--- src/rtl/ws28xx_dec_if.sv ---
// ----------------------------------------------------------------------------
// ws28xx_dec_if
// Output bundle of the WS28xx code decoder.
//   master : driven by the decoder
//   slave  : observed by the consumer (LED chain, loopback checker, monitor)
// Signals:
//   bit_data_o   decoded bit, meaningful while bit_valid_o is high
//   bit_valid_o  one-cycle pulse per decoded bit
//   word_data_o  last assembled word, MSB = first received bit, held
//   word_valid_o one-cycle pulse when a full word has been collected
//   frame_rst_o  one-cycle pulse on a latch/reset gap
//   code_err_o   one-cycle pulse on an over-long high pulse
// ----------------------------------------------------------------------------
interface ws28xx_dec_if #(
  parameter int DATA_WIDTH = 24
);
  logic                  bit_data_o;
  logic                  bit_valid_o;
  logic [DATA_WIDTH-1:0] word_data_o;
  logic                  word_valid_o;
  logic                  frame_rst_o;
  logic                  code_err_o;

  modport master (
    output bit_data_o, bit_valid_o, word_data_o, word_valid_o, frame_rst_o, code_err_o
  );

  modport slave (
    input bit_data_o, bit_valid_o, word_data_o, word_valid_o, frame_rst_o, code_err_o
  );
endinterface

--- src/rtl/ws28xx_dec.sv ---
// ----------------------------------------------------------------------------
// ws28xx_dec
// Single-wire WS28xx code decoder. The asynchronous code line is
// synchronised, every high pulse is classified as 0/1 by comparing its high
// time with a threshold, and bits are packed MSB-first into DATA_WIDTH-bit
// words. A long low gap is reported as a frame reset (partial word dropped),
// and a high pulse reaching 511 clocks is reported as a code error.
// Ports:
//   clk_i           clock
//   rst_n_i         asynchronous active-low reset
//   bit_code_i      asynchronous serial code line
//   reg_thr_time_i  high-time threshold; high time > threshold decodes as 1
//   reg_rst_time_i  low time that forms a reset gap; 0 disables detection
//   dec_o           decoded bit / word / event outputs (master modport)
// ----------------------------------------------------------------------------
module ws28xx_dec #(
  parameter int SYNC_STAGES = 2,
  parameter int DATA_WIDTH  = 24
) (
  input  logic         clk_i,
  input  logic         rst_n_i,
  input  logic         bit_code_i,
  input  logic [7:0]   reg_thr_time_i,
  input  logic [15:0]  reg_rst_time_i,
  ws28xx_dec_if.master dec_o
);

  typedef enum logic [1:0] {
    IDLE = 2'd0,
    HIGH = 2'd1,
    LOW  = 2'd2,
    HOLD = 2'd3
  } state_e;

  localparam int               IDX_W    = (DATA_WIDTH > 1) ? $clog2(DATA_WIDTH) : 1;
  localparam logic [IDX_W-1:0] LAST_IDX = IDX_W'(DATA_WIDTH - 1);
  localparam logic [8:0]       HI_MAX   = 9'h1FF;
  localparam logic [15:0]      LO_MAX   = 16'hFFFF;

  // Input synchroniser; only its last stage is ever looked at.
  logic [SYNC_STAGES-1:0] sync_q, sync_d;
  logic                   code_s;

  // Decoder state
  state_e                 state_q, state_d;
  logic [8:0]             hi_cnt_q, hi_cnt_d;
  logic [15:0]            lo_cnt_q, lo_cnt_d;
  logic [IDX_W-1:0]       bit_idx_q, bit_idx_d;
  logic [DATA_WIDTH-1:0]  shreg_q, shreg_d;

  // Decision stage: events computed by the FSM on the cycle it sees the fall.
  logic                   evt_bit_valid_q, evt_bit_valid_d;
  logic                   evt_bit_data_q, evt_bit_data_d;
  logic                   evt_word_valid_q, evt_word_valid_d;
  logic                   evt_frame_q, evt_frame_d;
  logic                   evt_err_q, evt_err_d;
  logic [DATA_WIDTH-1:0]  word_hold_q, word_hold_d;

  // Output stage: one more register after the decision so a bit appears
  // SYNC_STAGES+1 clocks after its falling edge is first sampled.
  logic                   bit_valid_q, bit_data_q, word_valid_q, frame_rst_q, code_err_q;
  logic [DATA_WIDTH-1:0]  word_data_q;

  // Classification and shifted word for the pulse currently ending.
  logic                   dec_bit;
  logic [DATA_WIDTH:0]    shifted;

  assign code_s  = sync_q[SYNC_STAGES-1];
  assign sync_d  = {sync_q[SYNC_STAGES-2:0], bit_code_i};
  assign dec_bit = (hi_cnt_q > {1'b0, reg_thr_time_i});
  assign shifted = {shreg_q, dec_bit};

  // NOTE: every variable gets its default at the top of the block so no path
  // leaves one unassigned; a missed assignment here would infer a latch.
  always_comb begin
    state_d          = state_q;
    hi_cnt_d         = hi_cnt_q;
    lo_cnt_d         = lo_cnt_q;
    bit_idx_d        = bit_idx_q;
    shreg_d          = shreg_q;
    word_hold_d      = word_hold_q;
    evt_bit_data_d   = evt_bit_data_q;
    evt_bit_valid_d  = 1'b0;
    evt_word_valid_d = 1'b0;
    evt_frame_d      = 1'b0;
    evt_err_d        = 1'b0;

    unique case (state_q)
      IDLE: begin
        if (code_s) begin
          state_d  = HIGH;
          hi_cnt_d = 9'd1;
        end
      end

      HIGH: begin
        if (code_s) begin
          if (hi_cnt_q == HI_MAX - 9'd1) begin
            // Line stuck high: flag once, drop the partial word and wait
            // for the line to fall without emitting a bit.
            hi_cnt_d  = HI_MAX;
            evt_err_d = 1'b1;
            shreg_d   = '0;
            bit_idx_d = '0;
            state_d   = HOLD;
          end else begin
            hi_cnt_d = hi_cnt_q + 9'd1;
          end
        end else begin
          evt_bit_valid_d = 1'b1;
          evt_bit_data_d  = dec_bit;
          shreg_d         = shifted[DATA_WIDTH-1:0];
          if (bit_idx_q == LAST_IDX) begin
            bit_idx_d        = '0;
            evt_word_valid_d = 1'b1;
            word_hold_d      = shifted[DATA_WIDTH-1:0];
          end else begin
            bit_idx_d = bit_idx_q + 1'b1;
          end
          state_d  = LOW;
          lo_cnt_d = 16'd1;
        end
      end

      LOW: begin
        if (code_s) begin
          state_d  = HIGH;
          hi_cnt_d = 9'd1;
        end else begin
          if (lo_cnt_q != LO_MAX) begin
            lo_cnt_d = lo_cnt_q + 16'd1;
          end
          if ((reg_rst_time_i != 16'd0) && (lo_cnt_q == reg_rst_time_i)) begin
            evt_frame_d = 1'b1;
            shreg_d     = '0;
            bit_idx_d   = '0;
            state_d     = IDLE;
          end
        end
      end

      HOLD: begin
        if (!code_s) begin
          state_d  = LOW;
          lo_cnt_d = 16'd1;
        end
      end

      default: state_d = IDLE;
    endcase
  end

  // NOTE: sequential state uses non-blocking assignments only, so every flop
  // samples the pre-edge value of every other flop regardless of order.
  always_ff @(posedge clk_i or negedge rst_n_i) begin
    if (!rst_n_i) begin
      sync_q           <= '0;
      state_q          <= IDLE;
      hi_cnt_q         <= '0;
      lo_cnt_q         <= '0;
      bit_idx_q        <= '0;
      shreg_q          <= '0;
      word_hold_q      <= '0;
      evt_bit_valid_q  <= 1'b0;
      evt_bit_data_q   <= 1'b0;
      evt_word_valid_q <= 1'b0;
      evt_frame_q      <= 1'b0;
      evt_err_q        <= 1'b0;
      bit_valid_q      <= 1'b0;
      bit_data_q       <= 1'b0;
      word_valid_q     <= 1'b0;
      frame_rst_q      <= 1'b0;
      code_err_q       <= 1'b0;
      word_data_q      <= '0;
    end else begin
      sync_q           <= sync_d;
      state_q          <= state_d;
      hi_cnt_q         <= hi_cnt_d;
      lo_cnt_q         <= lo_cnt_d;
      bit_idx_q        <= bit_idx_d;
      shreg_q          <= shreg_d;
      word_hold_q      <= word_hold_d;
      evt_bit_valid_q  <= evt_bit_valid_d;
      evt_bit_data_q   <= evt_bit_data_d;
      evt_word_valid_q <= evt_word_valid_d;
      evt_frame_q      <= evt_frame_d;
      evt_err_q        <= evt_err_d;
      bit_valid_q      <= evt_bit_valid_q;
      bit_data_q       <= evt_bit_data_q;
      word_valid_q     <= evt_word_valid_q;
      frame_rst_q      <= evt_frame_q;
      code_err_q       <= evt_err_q;
      // word_hold_q only changes on word completion, so the output word
      // updates on the same edge that raises word_valid_o.
      word_data_q      <= word_hold_q;
    end
  end

  assign dec_o.bit_data_o   = bit_data_q;
  assign dec_o.bit_valid_o  = bit_valid_q;
  assign dec_o.word_data_o  = word_data_q;
  assign dec_o.word_valid_o = word_valid_q;
  assign dec_o.frame_rst_o  = frame_rst_q;
  assign dec_o.code_err_o   = code_err_q;

endmodule

--- src/flat_wrapper.sv ---
// flat-port wrapper written by rule: the top's interface ports become plain ports
module ws28xx_dec_flat 
#(
  parameter int SYNC_STAGES = 2,
  parameter int DATA_WIDTH  = 24
)
  (clk_i, rst_n_i, bit_code_i, reg_thr_time_i, reg_rst_time_i, dec_o_bit_data_o, dec_o_bit_valid_o, dec_o_word_data_o, dec_o_word_valid_o, dec_o_frame_rst_o, dec_o_code_err_o);
  ws28xx_dec_if #(.DATA_WIDTH(DATA_WIDTH)) dec_o_i ();
  input  logic clk_i;
  input  logic rst_n_i;
  input  logic bit_code_i;
  input  logic [7:0] reg_thr_time_i;
  input  logic [15:0] reg_rst_time_i;
  output wire logic [$bits(dec_o_i.bit_data_o)-1:0] dec_o_bit_data_o;
  output wire logic [$bits(dec_o_i.bit_valid_o)-1:0] dec_o_bit_valid_o;
  output wire logic [$bits(dec_o_i.word_data_o)-1:0] dec_o_word_data_o;
  output wire logic [$bits(dec_o_i.word_valid_o)-1:0] dec_o_word_valid_o;
  output wire logic [$bits(dec_o_i.frame_rst_o)-1:0] dec_o_frame_rst_o;
  output wire logic [$bits(dec_o_i.code_err_o)-1:0] dec_o_code_err_o;
  assign dec_o_bit_data_o = dec_o_i.bit_data_o;
  assign dec_o_bit_valid_o = dec_o_i.bit_valid_o;
  assign dec_o_word_data_o = dec_o_i.word_data_o;
  assign dec_o_word_valid_o = dec_o_i.word_valid_o;
  assign dec_o_frame_rst_o = dec_o_i.frame_rst_o;
  assign dec_o_code_err_o = dec_o_i.code_err_o;
  ws28xx_dec #(.SYNC_STAGES(SYNC_STAGES), .DATA_WIDTH(DATA_WIDTH)) u_core (.clk_i(clk_i), .rst_n_i(rst_n_i), .bit_code_i(bit_code_i), .reg_thr_time_i(reg_thr_time_i), .reg_rst_time_i(reg_rst_time_i), .dec_o(dec_o_i));
endmodule
--- config.mk ---
export PLATFORM = sky130hd
export DESIGN_NAME = ws28xx_dec_flat
export DESIGN_NICKNAME = d
export VERILOG_FILES = /design/src/rtl/ws28xx_dec_if.sv /design/src/rtl/ws28xx_dec.sv /design/src/flat_wrapper.sv
export SDC_FILE = /design/constraint.sdc
export NUM_CORES = 1
export LEC_CHECK = 0
export ABC_AREA = 1
export BUFFER_PORTS_ARGS = -buffer_cell sky130_fd_sc_hd__buf_2
export CAP_MARGIN = 20
export CORE_ASPECT_RATIO = 0.9
export CORE_MARGIN = 2
export CORE_UTILIZATION = 53
export DETAILED_ROUTE_END_ITERATION = 10
export PLACE_DENSITY = 0.81
export SLEW_MARGIN = 10
export SYNTH_ARGS = -nofsm -noshare
export SYNTH_HDL_FRONTEND = slang
export SYNTH_SLANG_ARGS = --single-unit
--- constraint.sdc ---
create_clock -name clk_i -period 1.41 [get_ports clk_i]
set_input_delay 0.282 -clock clk_i [delete_from_list [all_inputs] [get_ports clk_i]]
set_output_delay 0.282 -clock clk_i [all_outputs]
set_load 0.05 [all_outputs]
[Word-level counts from Yosys, hierarchy flattened]
Cells that the tools add are included.
Word-level totals
  flip-flop bits (word level): 115
  input bits: 27
  output and inout bits: 29
  logic and storage cells: 91
Operators by class
  add/sub/neg operators: 3
  $lt $le $gt $ge: 1
  equality and inequality tests: 17
  multiplexer cells: 37
  bitwise operators: 1
  reduce and logical (&&, ||, !) cells: 14
Operators with widths (count)
  23-bit 2-to-1 mux: 4
  16-bit 2-to-1 mux: 3
  23-bit case mux with 2 select lines: 1
  16-bit case mux with 2 select lines: 1
  9-bit 2-to-1 mux: 3
  5-bit 2-to-1 mux: 5
  9-bit case mux with 2 select lines: 1
  16-bit by 1-bit adder with 16-bit output, second input constant: 1
  16-bit == test: 1
  16-bit != test, second input constant: 1
  16-bit nonzero test: 1
  2-bit 2-to-1 mux: 6
  4-bit AND reduction: 3
  1-bit 2-to-1 mux: 11
  2-bit by 1-bit != test with 1-bit output, second input constant: 5
  5-bit case mux with 2 select lines: 1
  9-bit by 1-bit adder with 9-bit output, second input constant: 1
  9-bit == test, second input constant: 1
  9-bit by 8-bit > comparator with 1-bit output: 1
  2-bit case mux with 4 select lines: 1
  2-bit != test, second input constant: 3
  3-bit AND reduction: 2
  2-bit nonzero test: 3
  5-bit by 1-bit adder with 5-bit output, second input constant: 1
  other kinds (10): 12

[Depth between registers and ports, before layout]
Gate-level depths: netlist (run 1).
  depth in word-level cells: 5
  depth in mapped cells: 13
  gate-level depth less buffers: 12

[Worst setup path after synthesis (run 1)]
Ideal clock, no wire load.
  path type: flip-flop to flip-flop
  from: register u_core.lo_cnt_q[0]
  to: register u_core.lo_cnt_q[8]
  arrival time: 1434 ps
  required time: 1288 ps
  path slack: -146 ps
  cell stages (with the launch flop): 10
  path buffers: 1
  period minus slack after synthesis: 1556 ps
  path through: dfrtp_1 ha_1 nand3_1 nor2_2 nand4_1 nand2_1 inv_2 buf_6 nand4_1 o21ai_1
On the way
  cells in the longest elaborated chain, start to end: 4
  elaborated cells on any way between the ends: 7
RTL lines
  start, declared: line ws28xx_dec.sv:47  | logic [15:0] lo_cnt_q, lo_cnt_d;
  start signal, assigned: line ws28xx_dec.sv:179  | lo_cnt_q <= lo_cnt_d;
  16-bit by 1-bit adder with 16-bit output: line ws28xx_dec.sv:131  | lo_cnt_d = lo_cnt_q + 16'd1;
  16-bit 2-to-1 mux: line ws28xx_dec.sv:130  | if (lo_cnt_q != LO_MAX) begin
  16-bit 2-to-1 mux: line ws28xx_dec.sv:126  | if (code_s) begin
  16-bit case mux with 2 select lines: line ws28xx_dec.sv:88  | unique case (state_q)
Several ways; a longest one is shown, not always the timed one. The select of a mux whose other input is x is not followed.
A chain may end at the register's enable or synchronous reset.

[Final worst setup path (run 1)]
  from: register u_core.lo_cnt_q[1]
  to: register u_core.bit_idx_q[3]
On the way
  cells in the longest elaborated chain, start to end: 4
RTL lines
  16-bit == test: line ws28xx_dec.sv:133  | if ((reg_rst_time_i != 16'd0) && (lo_cnt_q == reg_rst_time_i)) begin
  1-bit logical AND: line ws28xx_dec.sv:133
  2-bit by 1-bit != test with 1-bit output (no source line)
  4-bit AND reduction (no source line)
  end signal, assigned: line ws28xx_dec.sv:180  | bit_idx_q <= bit_idx_d;
  end, declared: line ws28xx_dec.sv:48  | logic [IDX_W-1:0] bit_idx_q, bit_idx_d;
No other way between the ends.

==> results by group, run 1 <==
Status
  • Status: finished with violations
  • Failing checks: setup timing

Worst setup path
  • Required time of the critical path: 1870 ps
  • Crit end category: flop
  • CP Launch Type: flop
  • Data arrival, critical path: 2260 ps
  • Crit Path Max Fanout: 5
  • Crit Path Class: flop to flop

Placed design
  • GP Congestion: 0.928
  • IO buf count: 55
  • Place WS: -375 ps
  • DP HPWL: 8.08 mm

Pwr
  • Pint: 6.26 mW
  • Reg power frac: 40.3%
  • PD cells: 1120 mW/mm²
  • Gate power share: 13.4%
  • Leakage power total: 4.22 nW
  • Peak supply drop: 0.00105 V
  • Switch share: 28.2%
  • Switching power: 2.46 mW
  • Clk pwr share: 46.3%

STA
  • Worst Slack Setup Final: -393 ps
  • Layout Skew: 14.8 ps
  • Worst Max-Slew Pin Slew: 514 ps
  • Slew Viols, Final: 0
  • Fin. Hold Viols: 0
  • Minimum clock period: 1800 ps
  • Final Setup Violations: 81
  • Relative slew slack: 65.4%
  • Fmax: 0.555 GHz
  • Tcrit/Tclk final: 128%
  • RSZ-0062 raised after global routing: true
  • Hold WS: 242 ps

Yosys
  • Syn nets: 615
  • Sequential cell area fraction in the yosys report: 55.2%
  • Dominant cells by area after synthesis: dfrtp_1, nand2_1, nand2_2
  • Synth unique cells: 37
  • Post-synthesis cell area: 0.00521 mm²
  • Adder-Cell Fraction of Synth Area: 2.88%
  • Mean post-synth cell area: 9.05 µm²
  • Synthesis-stage register bit count: 115
  • Syn Inst Count: 576
  • Cell taking the most area after synthesis: dfrtp_1
  • Compound-Gate Fraction of Synth Area: 4.75%
  • Largest family of logic cells by synthesized area: simple AND/OR/NAND/NOR gates
  • Synth warn: 0
  • Mux share of post-synthesis cell area: 0%
  • Top cell type's share of synthesized area: 55.2%
  • Post-Synth Simple-Gate Area: 27.8%
  • XOR/XNOR Fraction of Synth Area: 3.36%

Route
  • DR vias: 4970
  • Antenna viol nets, final: 0
  • DR iter-0 viols: 481
  • Post-detailed-route wirelength per cell: 19.6 µm
  • Pre-antenna DRT Iters: 5
  • Final WL: 17.2 mm
  • DRC violations left: 0
  • DR vias/cell: 5.67

Clock network
  • Clock transition at the registers of the reported paths: 60 ps
  • Clock root buffer: clkbuf_8
  • # H-tree levels: 4
  • Clk sinks: 115
  • Max Buffers Root-to-Sink: 2
  • Worst-Skew Late Latency: 530 ps
  • TritonCTS buffer count: 17
  • CTS tree: built

Finish
  • Nets: 777
  • Commonest non-fill, non-tap cell in the layout: nand2_1
  • Commonest cells after routing, fill and taps aside: nand2_1, dfrtp_1, buf_4
  • Layout fillers: 502
  • Ant. Diodes: 0
  • Share of layout cells above drive strength 1: 47.3%
  • Area of the multi-input gates: 0.00272 mm²
  • Syn-to-layout area delta: 48.9%
  • Storage element area: 0.00288 mm²

Global routing
  • Remaining Overflow, GRT: 0
  • Tot GR Track Use: 30.5%
  • First-pass GRT wire length: 24.5 mm
  • Largest net degree at the start of global routing: 60
  • Antenna violations before repair: 0
  • Vias in the first global route: 4830

Floorplan
  • Die X: 109 µm
  • I/O pins: 56
  • Full die area: 0.0106 mm²
  • DIE HEIGHT: 98.1 µm
  • Row count: 34
  • Core Box Area: 0.00961 mm²
  • Initial core utilization: 54.2%

Flow run
  • Max cap viols: 0

Hold path
  • Worst hold path class: input pin to flop
==> synthesized netlist by cell type <==
master	number
nor3b_1	1
buf_4	3
a32o_1	1
a21boi_0	1
o211ai_1	4
nor2_4	2
nand2_4	2
a21oi_1	7
buf_12	2
inv_4	1
nor3_1	12
xor2_1	7
nand3_1	25
inv_2	6
dfrtp_1	115
o21ai_0	10
buf_6	1
nor2_2	3
ha_1	12
nand4_1	10
o311ai_1	1
nor2_1	28
clkbuf_1	2
xnor2_1	13
o31ai_1	5
buf_2	4
nand2_8	1
nor4_1	2
a21boi_1	1
o21ai_1	7
or2_0	1
o221ai_1	3
nand2_1	191
nand2_2	42
and3_1	1
buf_1	2
inv_1	47
==> cell type report <==
cell class	count	area share [%]
Clock buffer	18	5.38
Clock inverter	14	1.69
Inverter	54	3.08
Multi-Input combinational cell	396	35.0
Sequential cell	115	37.1
Tap cell	126	2.03
Timing Repair Buffer	151	15.1
Timing Repair inverter	3	0.613
==> per-layer routing <==
metal,global-route usage [%],vias to the layer above,wire length (µm)
met1,37.4,2423,6470
met2,50.7,300,8570
met4,14.8,0,944
met3,7.34,79,1220
met5,0,-,0
li1,-,2168,-
==> timing repair <==
action                     4_1_cts  5_1_grt
pin swaps                       26       40
hold endpoints to repair       116        0
cloned                           6        3
setup endpoints to repair       79       98
hold buffers                     2        0
buffers inserted                14        8
resized for setup               55      143
==> critical path, cell delays in order (launching register included) <==
cell,delay [ps]
dfrtp_2,450
xnor2_2,180
nand2_1,100
nor2_2,180
nand2_2,100
nor2_2,110
nand2_2,110
nand2_8,160
buf_6,150
nand3_2,80
nand2_2,110
==> metrics by stage <==
stage,cell area [µm²],TNS (ps),util [%],instances,power [mW]
global route,7760,-20830,80.7,877,8.99
finish,7760,-16670,80.7,877,8.72
floorplan,5350,-3760,-,576,3.98
global placement,6240,-11530,64.9,816,4.35
detailed placement,6240,-14890,64.9,816,4.39
CTS,7190,-8610,74.8,869,8.47
==> flip-flops by register name, summed over array words and instances, names as in the netlist, 2 cells and up <==
name and cells:
u_core.dec_o.word_data_o 24, u_core.state_q 2, u_core.shreg_q 23, u_core.hi_cnt_q 9
u_core.sync_q 2, u_core.word_hold_q 24, u_core.lo_cnt_q 16, u_core.bit_idx_q 5
==> power groups by stage <==
| stage | logic (mW) | clock network (mW) | registers, mW |
|---|---|---|---|
| detailed placement | 0.853 | 0 | 3.54 |
| CTS | 0.993 | 3.99 | 3.48 |
| finish | 1.17 | 4.04 | 3.51 |
| global placement | 0.815 | 0 | 3.53 |
| global route | 1.24 | 4.22 | 3.52 |
| floorplan | 0.417 | 0 | 3.56 |
==> worst paths after layout <==
check                              startpoint                 endpoint  slack (ps)  cells after the start
max                        u_core.lo_cnt_q[1]      u_core.bit_idx_q[3]        -390                     10
min                         reg_thr_time_i[0]    u_core.word_hold_q[0]         240                      5
max reg2reg                u_core.lo_cnt_q[1]      u_core.bit_idx_q[3]        -390                     10
min reg2reg                  u_core.evt_err_q  u_core.dec_o.code_err_o         350                      0
max in group asynchronous             rst_n_i        u_core.state_q[0]         780                      3
min in group asynchronous             rst_n_i  u_core.dec_o.code_err_o         330                      3
==> cell families after synthesis <==
logic type,after synthesis
simple gates,321
xor+xnor,20
compound gates,40
flops,115
buf+inv,68
fa+ha+maj,12
(Power assumes the default switching activity.)
==> inputs of run 2 (changes only) <==
--- a/config.mk
+++ b/config.mk
@@ -13,4 +13,5 @@
 export CORE_UTILIZATION = 53
 export DETAILED_ROUTE_END_ITERATION = 10
+export MAX_ROUTING_LAYER = met4
 export PLACE_DENSITY = 0.81
 export SLEW_MARGIN = 10
==> constraint.sdc (replaced) <==
create_clock -name clk_i -period 1.41 [get_ports clk_i]
set_input_delay 0.423 -clock clk_i [delete_from_list [all_inputs] [get_ports clk_i]]
set_output_delay 0.423 -clock clk_i [all_outputs]
set_load 0.05 [all_outputs]
==> run 2 against run 1 <==
Against the previous run: the flow still finishes with violations (setup timing); sequential cell count did not move; critical path type unchanged; clock power up 5.2%; cell count rose by 1.4%; register-to-register slack got worse by 570 ps; via count up 16%.
==> results by group, run 2 (same netlist as run 1, synthesis figures left out) <==
Worst setup path
  • Crit Path Class: flop to flop
  • Crit-path slowest cell: dfrtp_1
  • R2r setup slk: -960 ps
  • CP Depth: 10
  • Reg-to-reg startpoint: u_core.lo_cnt_q[12]
  • Crit end category: flop
  • Largest stage delay on the critical path: 440 ps
  • Reg2Reg Depth: 10
  • Required time of the critical path: 1870 ps
  • CP Launch Type: flop
  • Crit Path Max Fanout: 5
  • Data arrival, critical path: 2830 ps
  • R2r endpoint: u_core.bit_idx_q[3]
  • Crit-path cells: xnor2_1 -> nand2_1 -> nor2_1 -> nand2_1 -> nor2_2 -> nand2_2 -> nand2_8 -> buf_6 -> nand3_2 -> nand2_2
  • Crit path buffers/inverters: 1
  • CP delay by family, top: simple AND/OR/NAND/NOR gates

Finish
  • Syn-to-layout area delta: 58.2%
  • Ant. Diodes: 0
  • Nets: 790
  • Commonest non-fill, non-tap cell in the layout: dfrtp_1
  • Share of layout cells above drive strength 1: 51.6%
  • Commonest cells after routing, fill and taps aside: dfrtp_1, nand2_1, buf_4

Placed design
  • Place WS: -449 ps
  • DP HPWL: 8.34 mm
  • IO buf count: 55
  • GP Congestion: 0.875

Pwr
  • Power Total: 9.06 mW
  • Leakage power total: 4.18 nW
  • Peak supply drop: 0.000740 V
  • PD cells: 1100 mW/mm²

Floorplan
  • Full die area: 0.0106 mm²
  • Row count: 34
  • DIE HEIGHT: 98.1 µm
  • Die X: 109 µm
  • Initial core utilization: 54.2%
  • Core Box Area: 0.00961 mm²
  • I/O pins: 56

Global routing
  • Tot GR Track Use: 36.5%
  • Largest net degree at the start of global routing: 42
  • First-pass GRT wire length: 28.4 mm
  • Antenna violations before repair: 0
  • Remaining Overflow, GRT: 0
  • Vias in the first global route: 5511

Route
  • Antenna viol nets, final: 0
  • Post-Route M1 WL: 7.55 mm
  • DRC violations left: 0
  • DR iter-0 viols: 779
  • Highest routed layer: met4
  • DR vias: 5743
  • Routed met2 length: 10.3 mm
  • Pre-antenna DRT Iters: 6
  • Metal3 WL: 2.74 mm
  • DR vias/cell: 6.46
  • Post-detailed-route wirelength per cell: 26.0 µm
  • Final WL: 23.1 mm

STA
  • Minimum clock period: 2370 ps
  • Fin. Hold Viols: 0
  • Relative slew slack: 58.0%
  • Worst Slack Setup Final: -962 ps
  • Tcrit/Tclk final: 168%
  • Fmax: 0.422 GHz
  • RSZ-0062 raised after global routing: true
  • Slew Viols, Final: 0
  • Setup TNS: -41490 ps
  • Final Setup Violations: 111
  • Hold WS: 350 ps
  • Worst Max-Slew Pin Slew: 624 ps
  • Layout Skew: 9.68 ps

Clock network
  • CTS tree: built
  • TritonCTS buffer count: 17
  • Max Buffers Root-to-Sink: 2
  • Worst-Skew Late Latency: 530 ps
  • Clock transition at the registers of the reported paths: 60 ps
  • # H-tree levels: 4
  • Clock root buffer: clkbuf_8
  • Clk sinks: 115

Status
  • Failing checks: setup timing
  • Status: finished with violations

Hold path
  • Worst hold path class: input pin to asynchronous set/reset pin

Flow run
  • Max cap viols: 0
-- run 2: cell count changes in the layout (fill, tap and decap cells not counted), sizes merged --
cell / before / now
bufinv: 1 / 2
clkbuf: 30 / 19
inv: 58 / 59
clkinv: 8 / 7
buf: 137 / 159
-- run 2: timing repair --
action | CTS | global route
hold buffers | 2 | 0
setup buffers | 26 | 11
endpoints found under the setup margin | 110 | 111
hold endpoints to repair | 21 | 0
resized for setup | 161 | 126
pin swaps | 43 | 41
gates cloned | 10 | 3
-- run 2: how the worst max path moves through the flow --
stage | start | endpoint
6_report | u_core.lo_cnt_q[12] | u_core.bit_idx_q[3]
5_1_grt | u_core.lo_cnt_q[6] | u_core.bit_idx_q[3]
4_1_cts | u_core.lo_cnt_q[10] | u_core.shreg_q[19]
3_5_place_dp | reg_rst_time_i[11] | u_core.shreg_q[7]
3_3_place_gp | reg_rst_time_i[14] | u_core.shreg_q[6]
2_1_floorplan | u_core.lo_cnt_q[0] | u_core.lo_cnt_q[8]
-- run 2: final cells by class --
| cell class | count | area, µm² |
|---|---|---|
| clock buffers | 19 | 422 |
| flip-flops and latches | 115 | 2880 |
| repair buffers | 161 | 1460 |
| inverters | 54 | 249 |
| repair inverters | 6 | 67.6 |
| clock inverters | 12 | 135 |
| multi-input cells | 396 | 2870 |
| fillers | 382 | 1370 |
| well taps | 126 | 158 |
-- run 2: metrics by stage --
step                      util, %  instance area, µm²  std cells
after floorplan                 -                5370        576
after global placement       65.0                6250        812
after detailed placement     65.0                6250        812
after CTS                    80.6                7750        881
after global routing         85.8                8250        889
final                        85.8                8250        889
-- run 2: metal layers --
metal	up-vias	GRT usage (%)
met4	0	19.3
met2	613	58.7
met1	2678	42.9
li1	2185	-
met5	-	-
met3	267	7.81
-- run 2: power breakdown --
part           internal [mW]  switching (mW)
registers               3.40           0.132
logic                  0.528           0.758
clock network           2.51            1.74
total                   6.44            2.63
==> inputs of run 3 (changes only) <==
clock period = 1.9 ns   (was 1.41 ns; I/O delays follow)
==> run 3 against run 2 <==
Against the previous run: the run now ends clean; first-iteration DRC count shrank 66%; cell area fell by 24%; global-route usage down 11 points; sequential cell count did not move; total power fell by 32%; non-clock buffer count fell by 92; clock skew is 1.5 ps higher; core utilization fell by 20 points; maximum frequency up 35%; critical endpoint is now u_core.bit_idx_q[1].
==> results by group, run 3 (same netlist as run 1, synthesis figures left out) <==
Global routing
  • First-pass GRT wire length: 19.9 mm
  • Met1 global-route usage: 31.1%
  • Antenna violations before repair: 0
  • Vias in the first global route: 4195
  • M2 GR Usage: 39.3%
  • Remaining Overflow, GRT: 0
  • Tot GR Track Use: 25.2%
  • M3 GR Usage: 5.61%
  • Most Crowded Layer GR: met2
  • Largest net degree at the start of global routing: 44

Worst setup path
  • Required time of the critical path: 2300 ps
  • Crit Path Max Fanout: 14
  • Crit path from: u_core.lo_cnt_q[4]
  • Data arrival, critical path: 2170 ps
  • Crit Path Class: flop to flop
  • CP Launch Type: flop
  • R2r setup slk: 140 ps
  • Crit end category: flop
  • Reg-to-reg startpoint: u_core.lo_cnt_q[4]

STA
  • Worst Slack Setup Final: 138 ps
  • Relative slew slack: 65.5%
  • Worst Max-Slew Pin Slew: 517 ps
  • Tcrit/Tclk final: 92.8%
  • Layout Skew: 11.2 ps
  • Fmax: 0.567 GHz
  • Minimum clock period: 1760 ps
  • RSZ-0062 raised after global routing: false
  • Fin. Hold Viols: 0
  • Slew Viols, Final: 0
  • Setup TNS: 0 ps
  • Final Setup Violations: 0

Route
  • Final WL: 11.8 mm
  • DRC violations left: 0
  • Antenna viol nets, final: 0
  • Post-detailed-route wirelength per cell: 15.0 µm
  • DR vias: 4168
  • Pre-antenna DRT Iters: 5
  • DR iter-0 viols: 262
  • DR vias/cell: 5.28

Hold path
  • Hold Crit Start: bit_code_i
  • Worst hold path class: input pin to flop

Clock network
  • TritonCTS buffer count: 17
  • Worst-Skew Late Latency: 520 ps
  • Clock transition at the registers of the reported paths: 60 ps
  • Postcts setup bufs: 0
  • CTS tree: built
  • # H-tree levels: 4
  • Clk sinks: 115
  • Max Buffers Root-to-Sink: 2
  • Clock root buffer: clkbuf_8

Floorplan
  • Core Box Area: 0.00961 mm²
  • Die X: 109 µm
  • Row count: 34
  • Initial core utilization: 54.2%
  • Full die area: 0.0106 mm²
  • DIE HEIGHT: 98.1 µm
  • I/O pins: 56

Placed design
  • IO buf count: 55
  • DP HPWL: 7.47 mm
  • GP Congestion: 0.875
  • Place WS: -111 ps
  • Placed Cells: 756

Finish
  • Share of layout cells above drive strength 1: 24.4%
  • Ant. Diodes: 0
  • Commonest cells after routing, fill and taps aside: nand2_1, dfrtp_1, buf_2
  • Final Non-Filler Cells: 790
  • Nets: 690
  • Commonest non-fill, non-tap cell in the layout: nand2_1
  • Syn-to-layout area delta: 20.5%
  • Final core area utilization: 65.3%
  • Layout fillers: 753

Flow run
  • Max cap viols: 0

Status
  • Status: finished, final reports clean

Pwr
  • PD cells: 982 mW/mm²
  • Peak supply drop: 0.000574 V
  • Leakage power total: 3.31 nW
[run 3: layout make-up]
| class | instances | area [µm²] | share of cell area [%] |
|---|---|---|---|
| multi-input combinational | 394 | 2050 | 32.6 |
| clock inverter | 14 | 153 | 2.43 |
| timing repair buffer | 69 | 410 | 6.53 |
| tap | 126 | 158 | 2.51 |
| clock buffer | 18 | 428 | 6.81 |
| inverter | 54 | 210 | 3.35 |
| sequential | 115 | 2880 | 45.8 |
[run 3: report_power, final]
group	switching, mW	total, mW	internal (mW)
Sequential	0.0903	2.61	2.52
Combinational	0.287	0.471	0.184
Clock	1.17	3.09	1.91
[run 3: routing by layer]
layer | share of wire, % | routed length, µm | up-vias
met4 | 2.8 | 337 | 0
met3 | 5.4 | 636 | 36
li1 | - | - | 1974
met2 | 49 | 5850 | 146
met1 | 42 | 5010 | 2012
met5 | 0 | 0 | -
[run 3: worst max-delay path, stage by stage, from the launching register on]
cell,delay (ps)
dfrtp_1,440
inv_2,110
nand2_1,50
nand2_1,50
nand2_1,50
nor2_1,120
nand3_1,130
nor2_2,110
nand2_2,90
nand2_4,150
nand2_4,180
nand2_2,120
nand2_2,50
[run 3: through the flow]
stage	power, mW	hold WS, ps	area, µm²
floorplan	2.92	274	5210
global placement	3.08	333	5660
detailed placement	3.10	335	5660
CTS	6.20	147	6250
global route	6.40	146	6280
finish	6.17	160	6280
[run 3: timing repair]
item | CTS | global route
hold buffers | 1 | 0
setup endpoints to repair | 0 | 31
hold endpoints to repair | 21 | 0
gates resized for setup | 0 | 7
[run 3: path summary, 6_finish.rpt]
| path | endpoint | cells past startpoint |
|---|---|---|
| min in group asynchronous | u_core.dec_o.word_data_o[0] | 2 |
| worst max-delay path | u_core.bit_idx_q[1] | 12 |
| worst min-delay path | u_core.sync_q[0] | 1 |
| worst max register to register | u_core.bit_idx_q[1] | 12 |
| max in group asynchronous | u_core.shreg_q[16] | 3 |
| worst min register to register | u_core.dec_o.frame_rst_o | 0 |
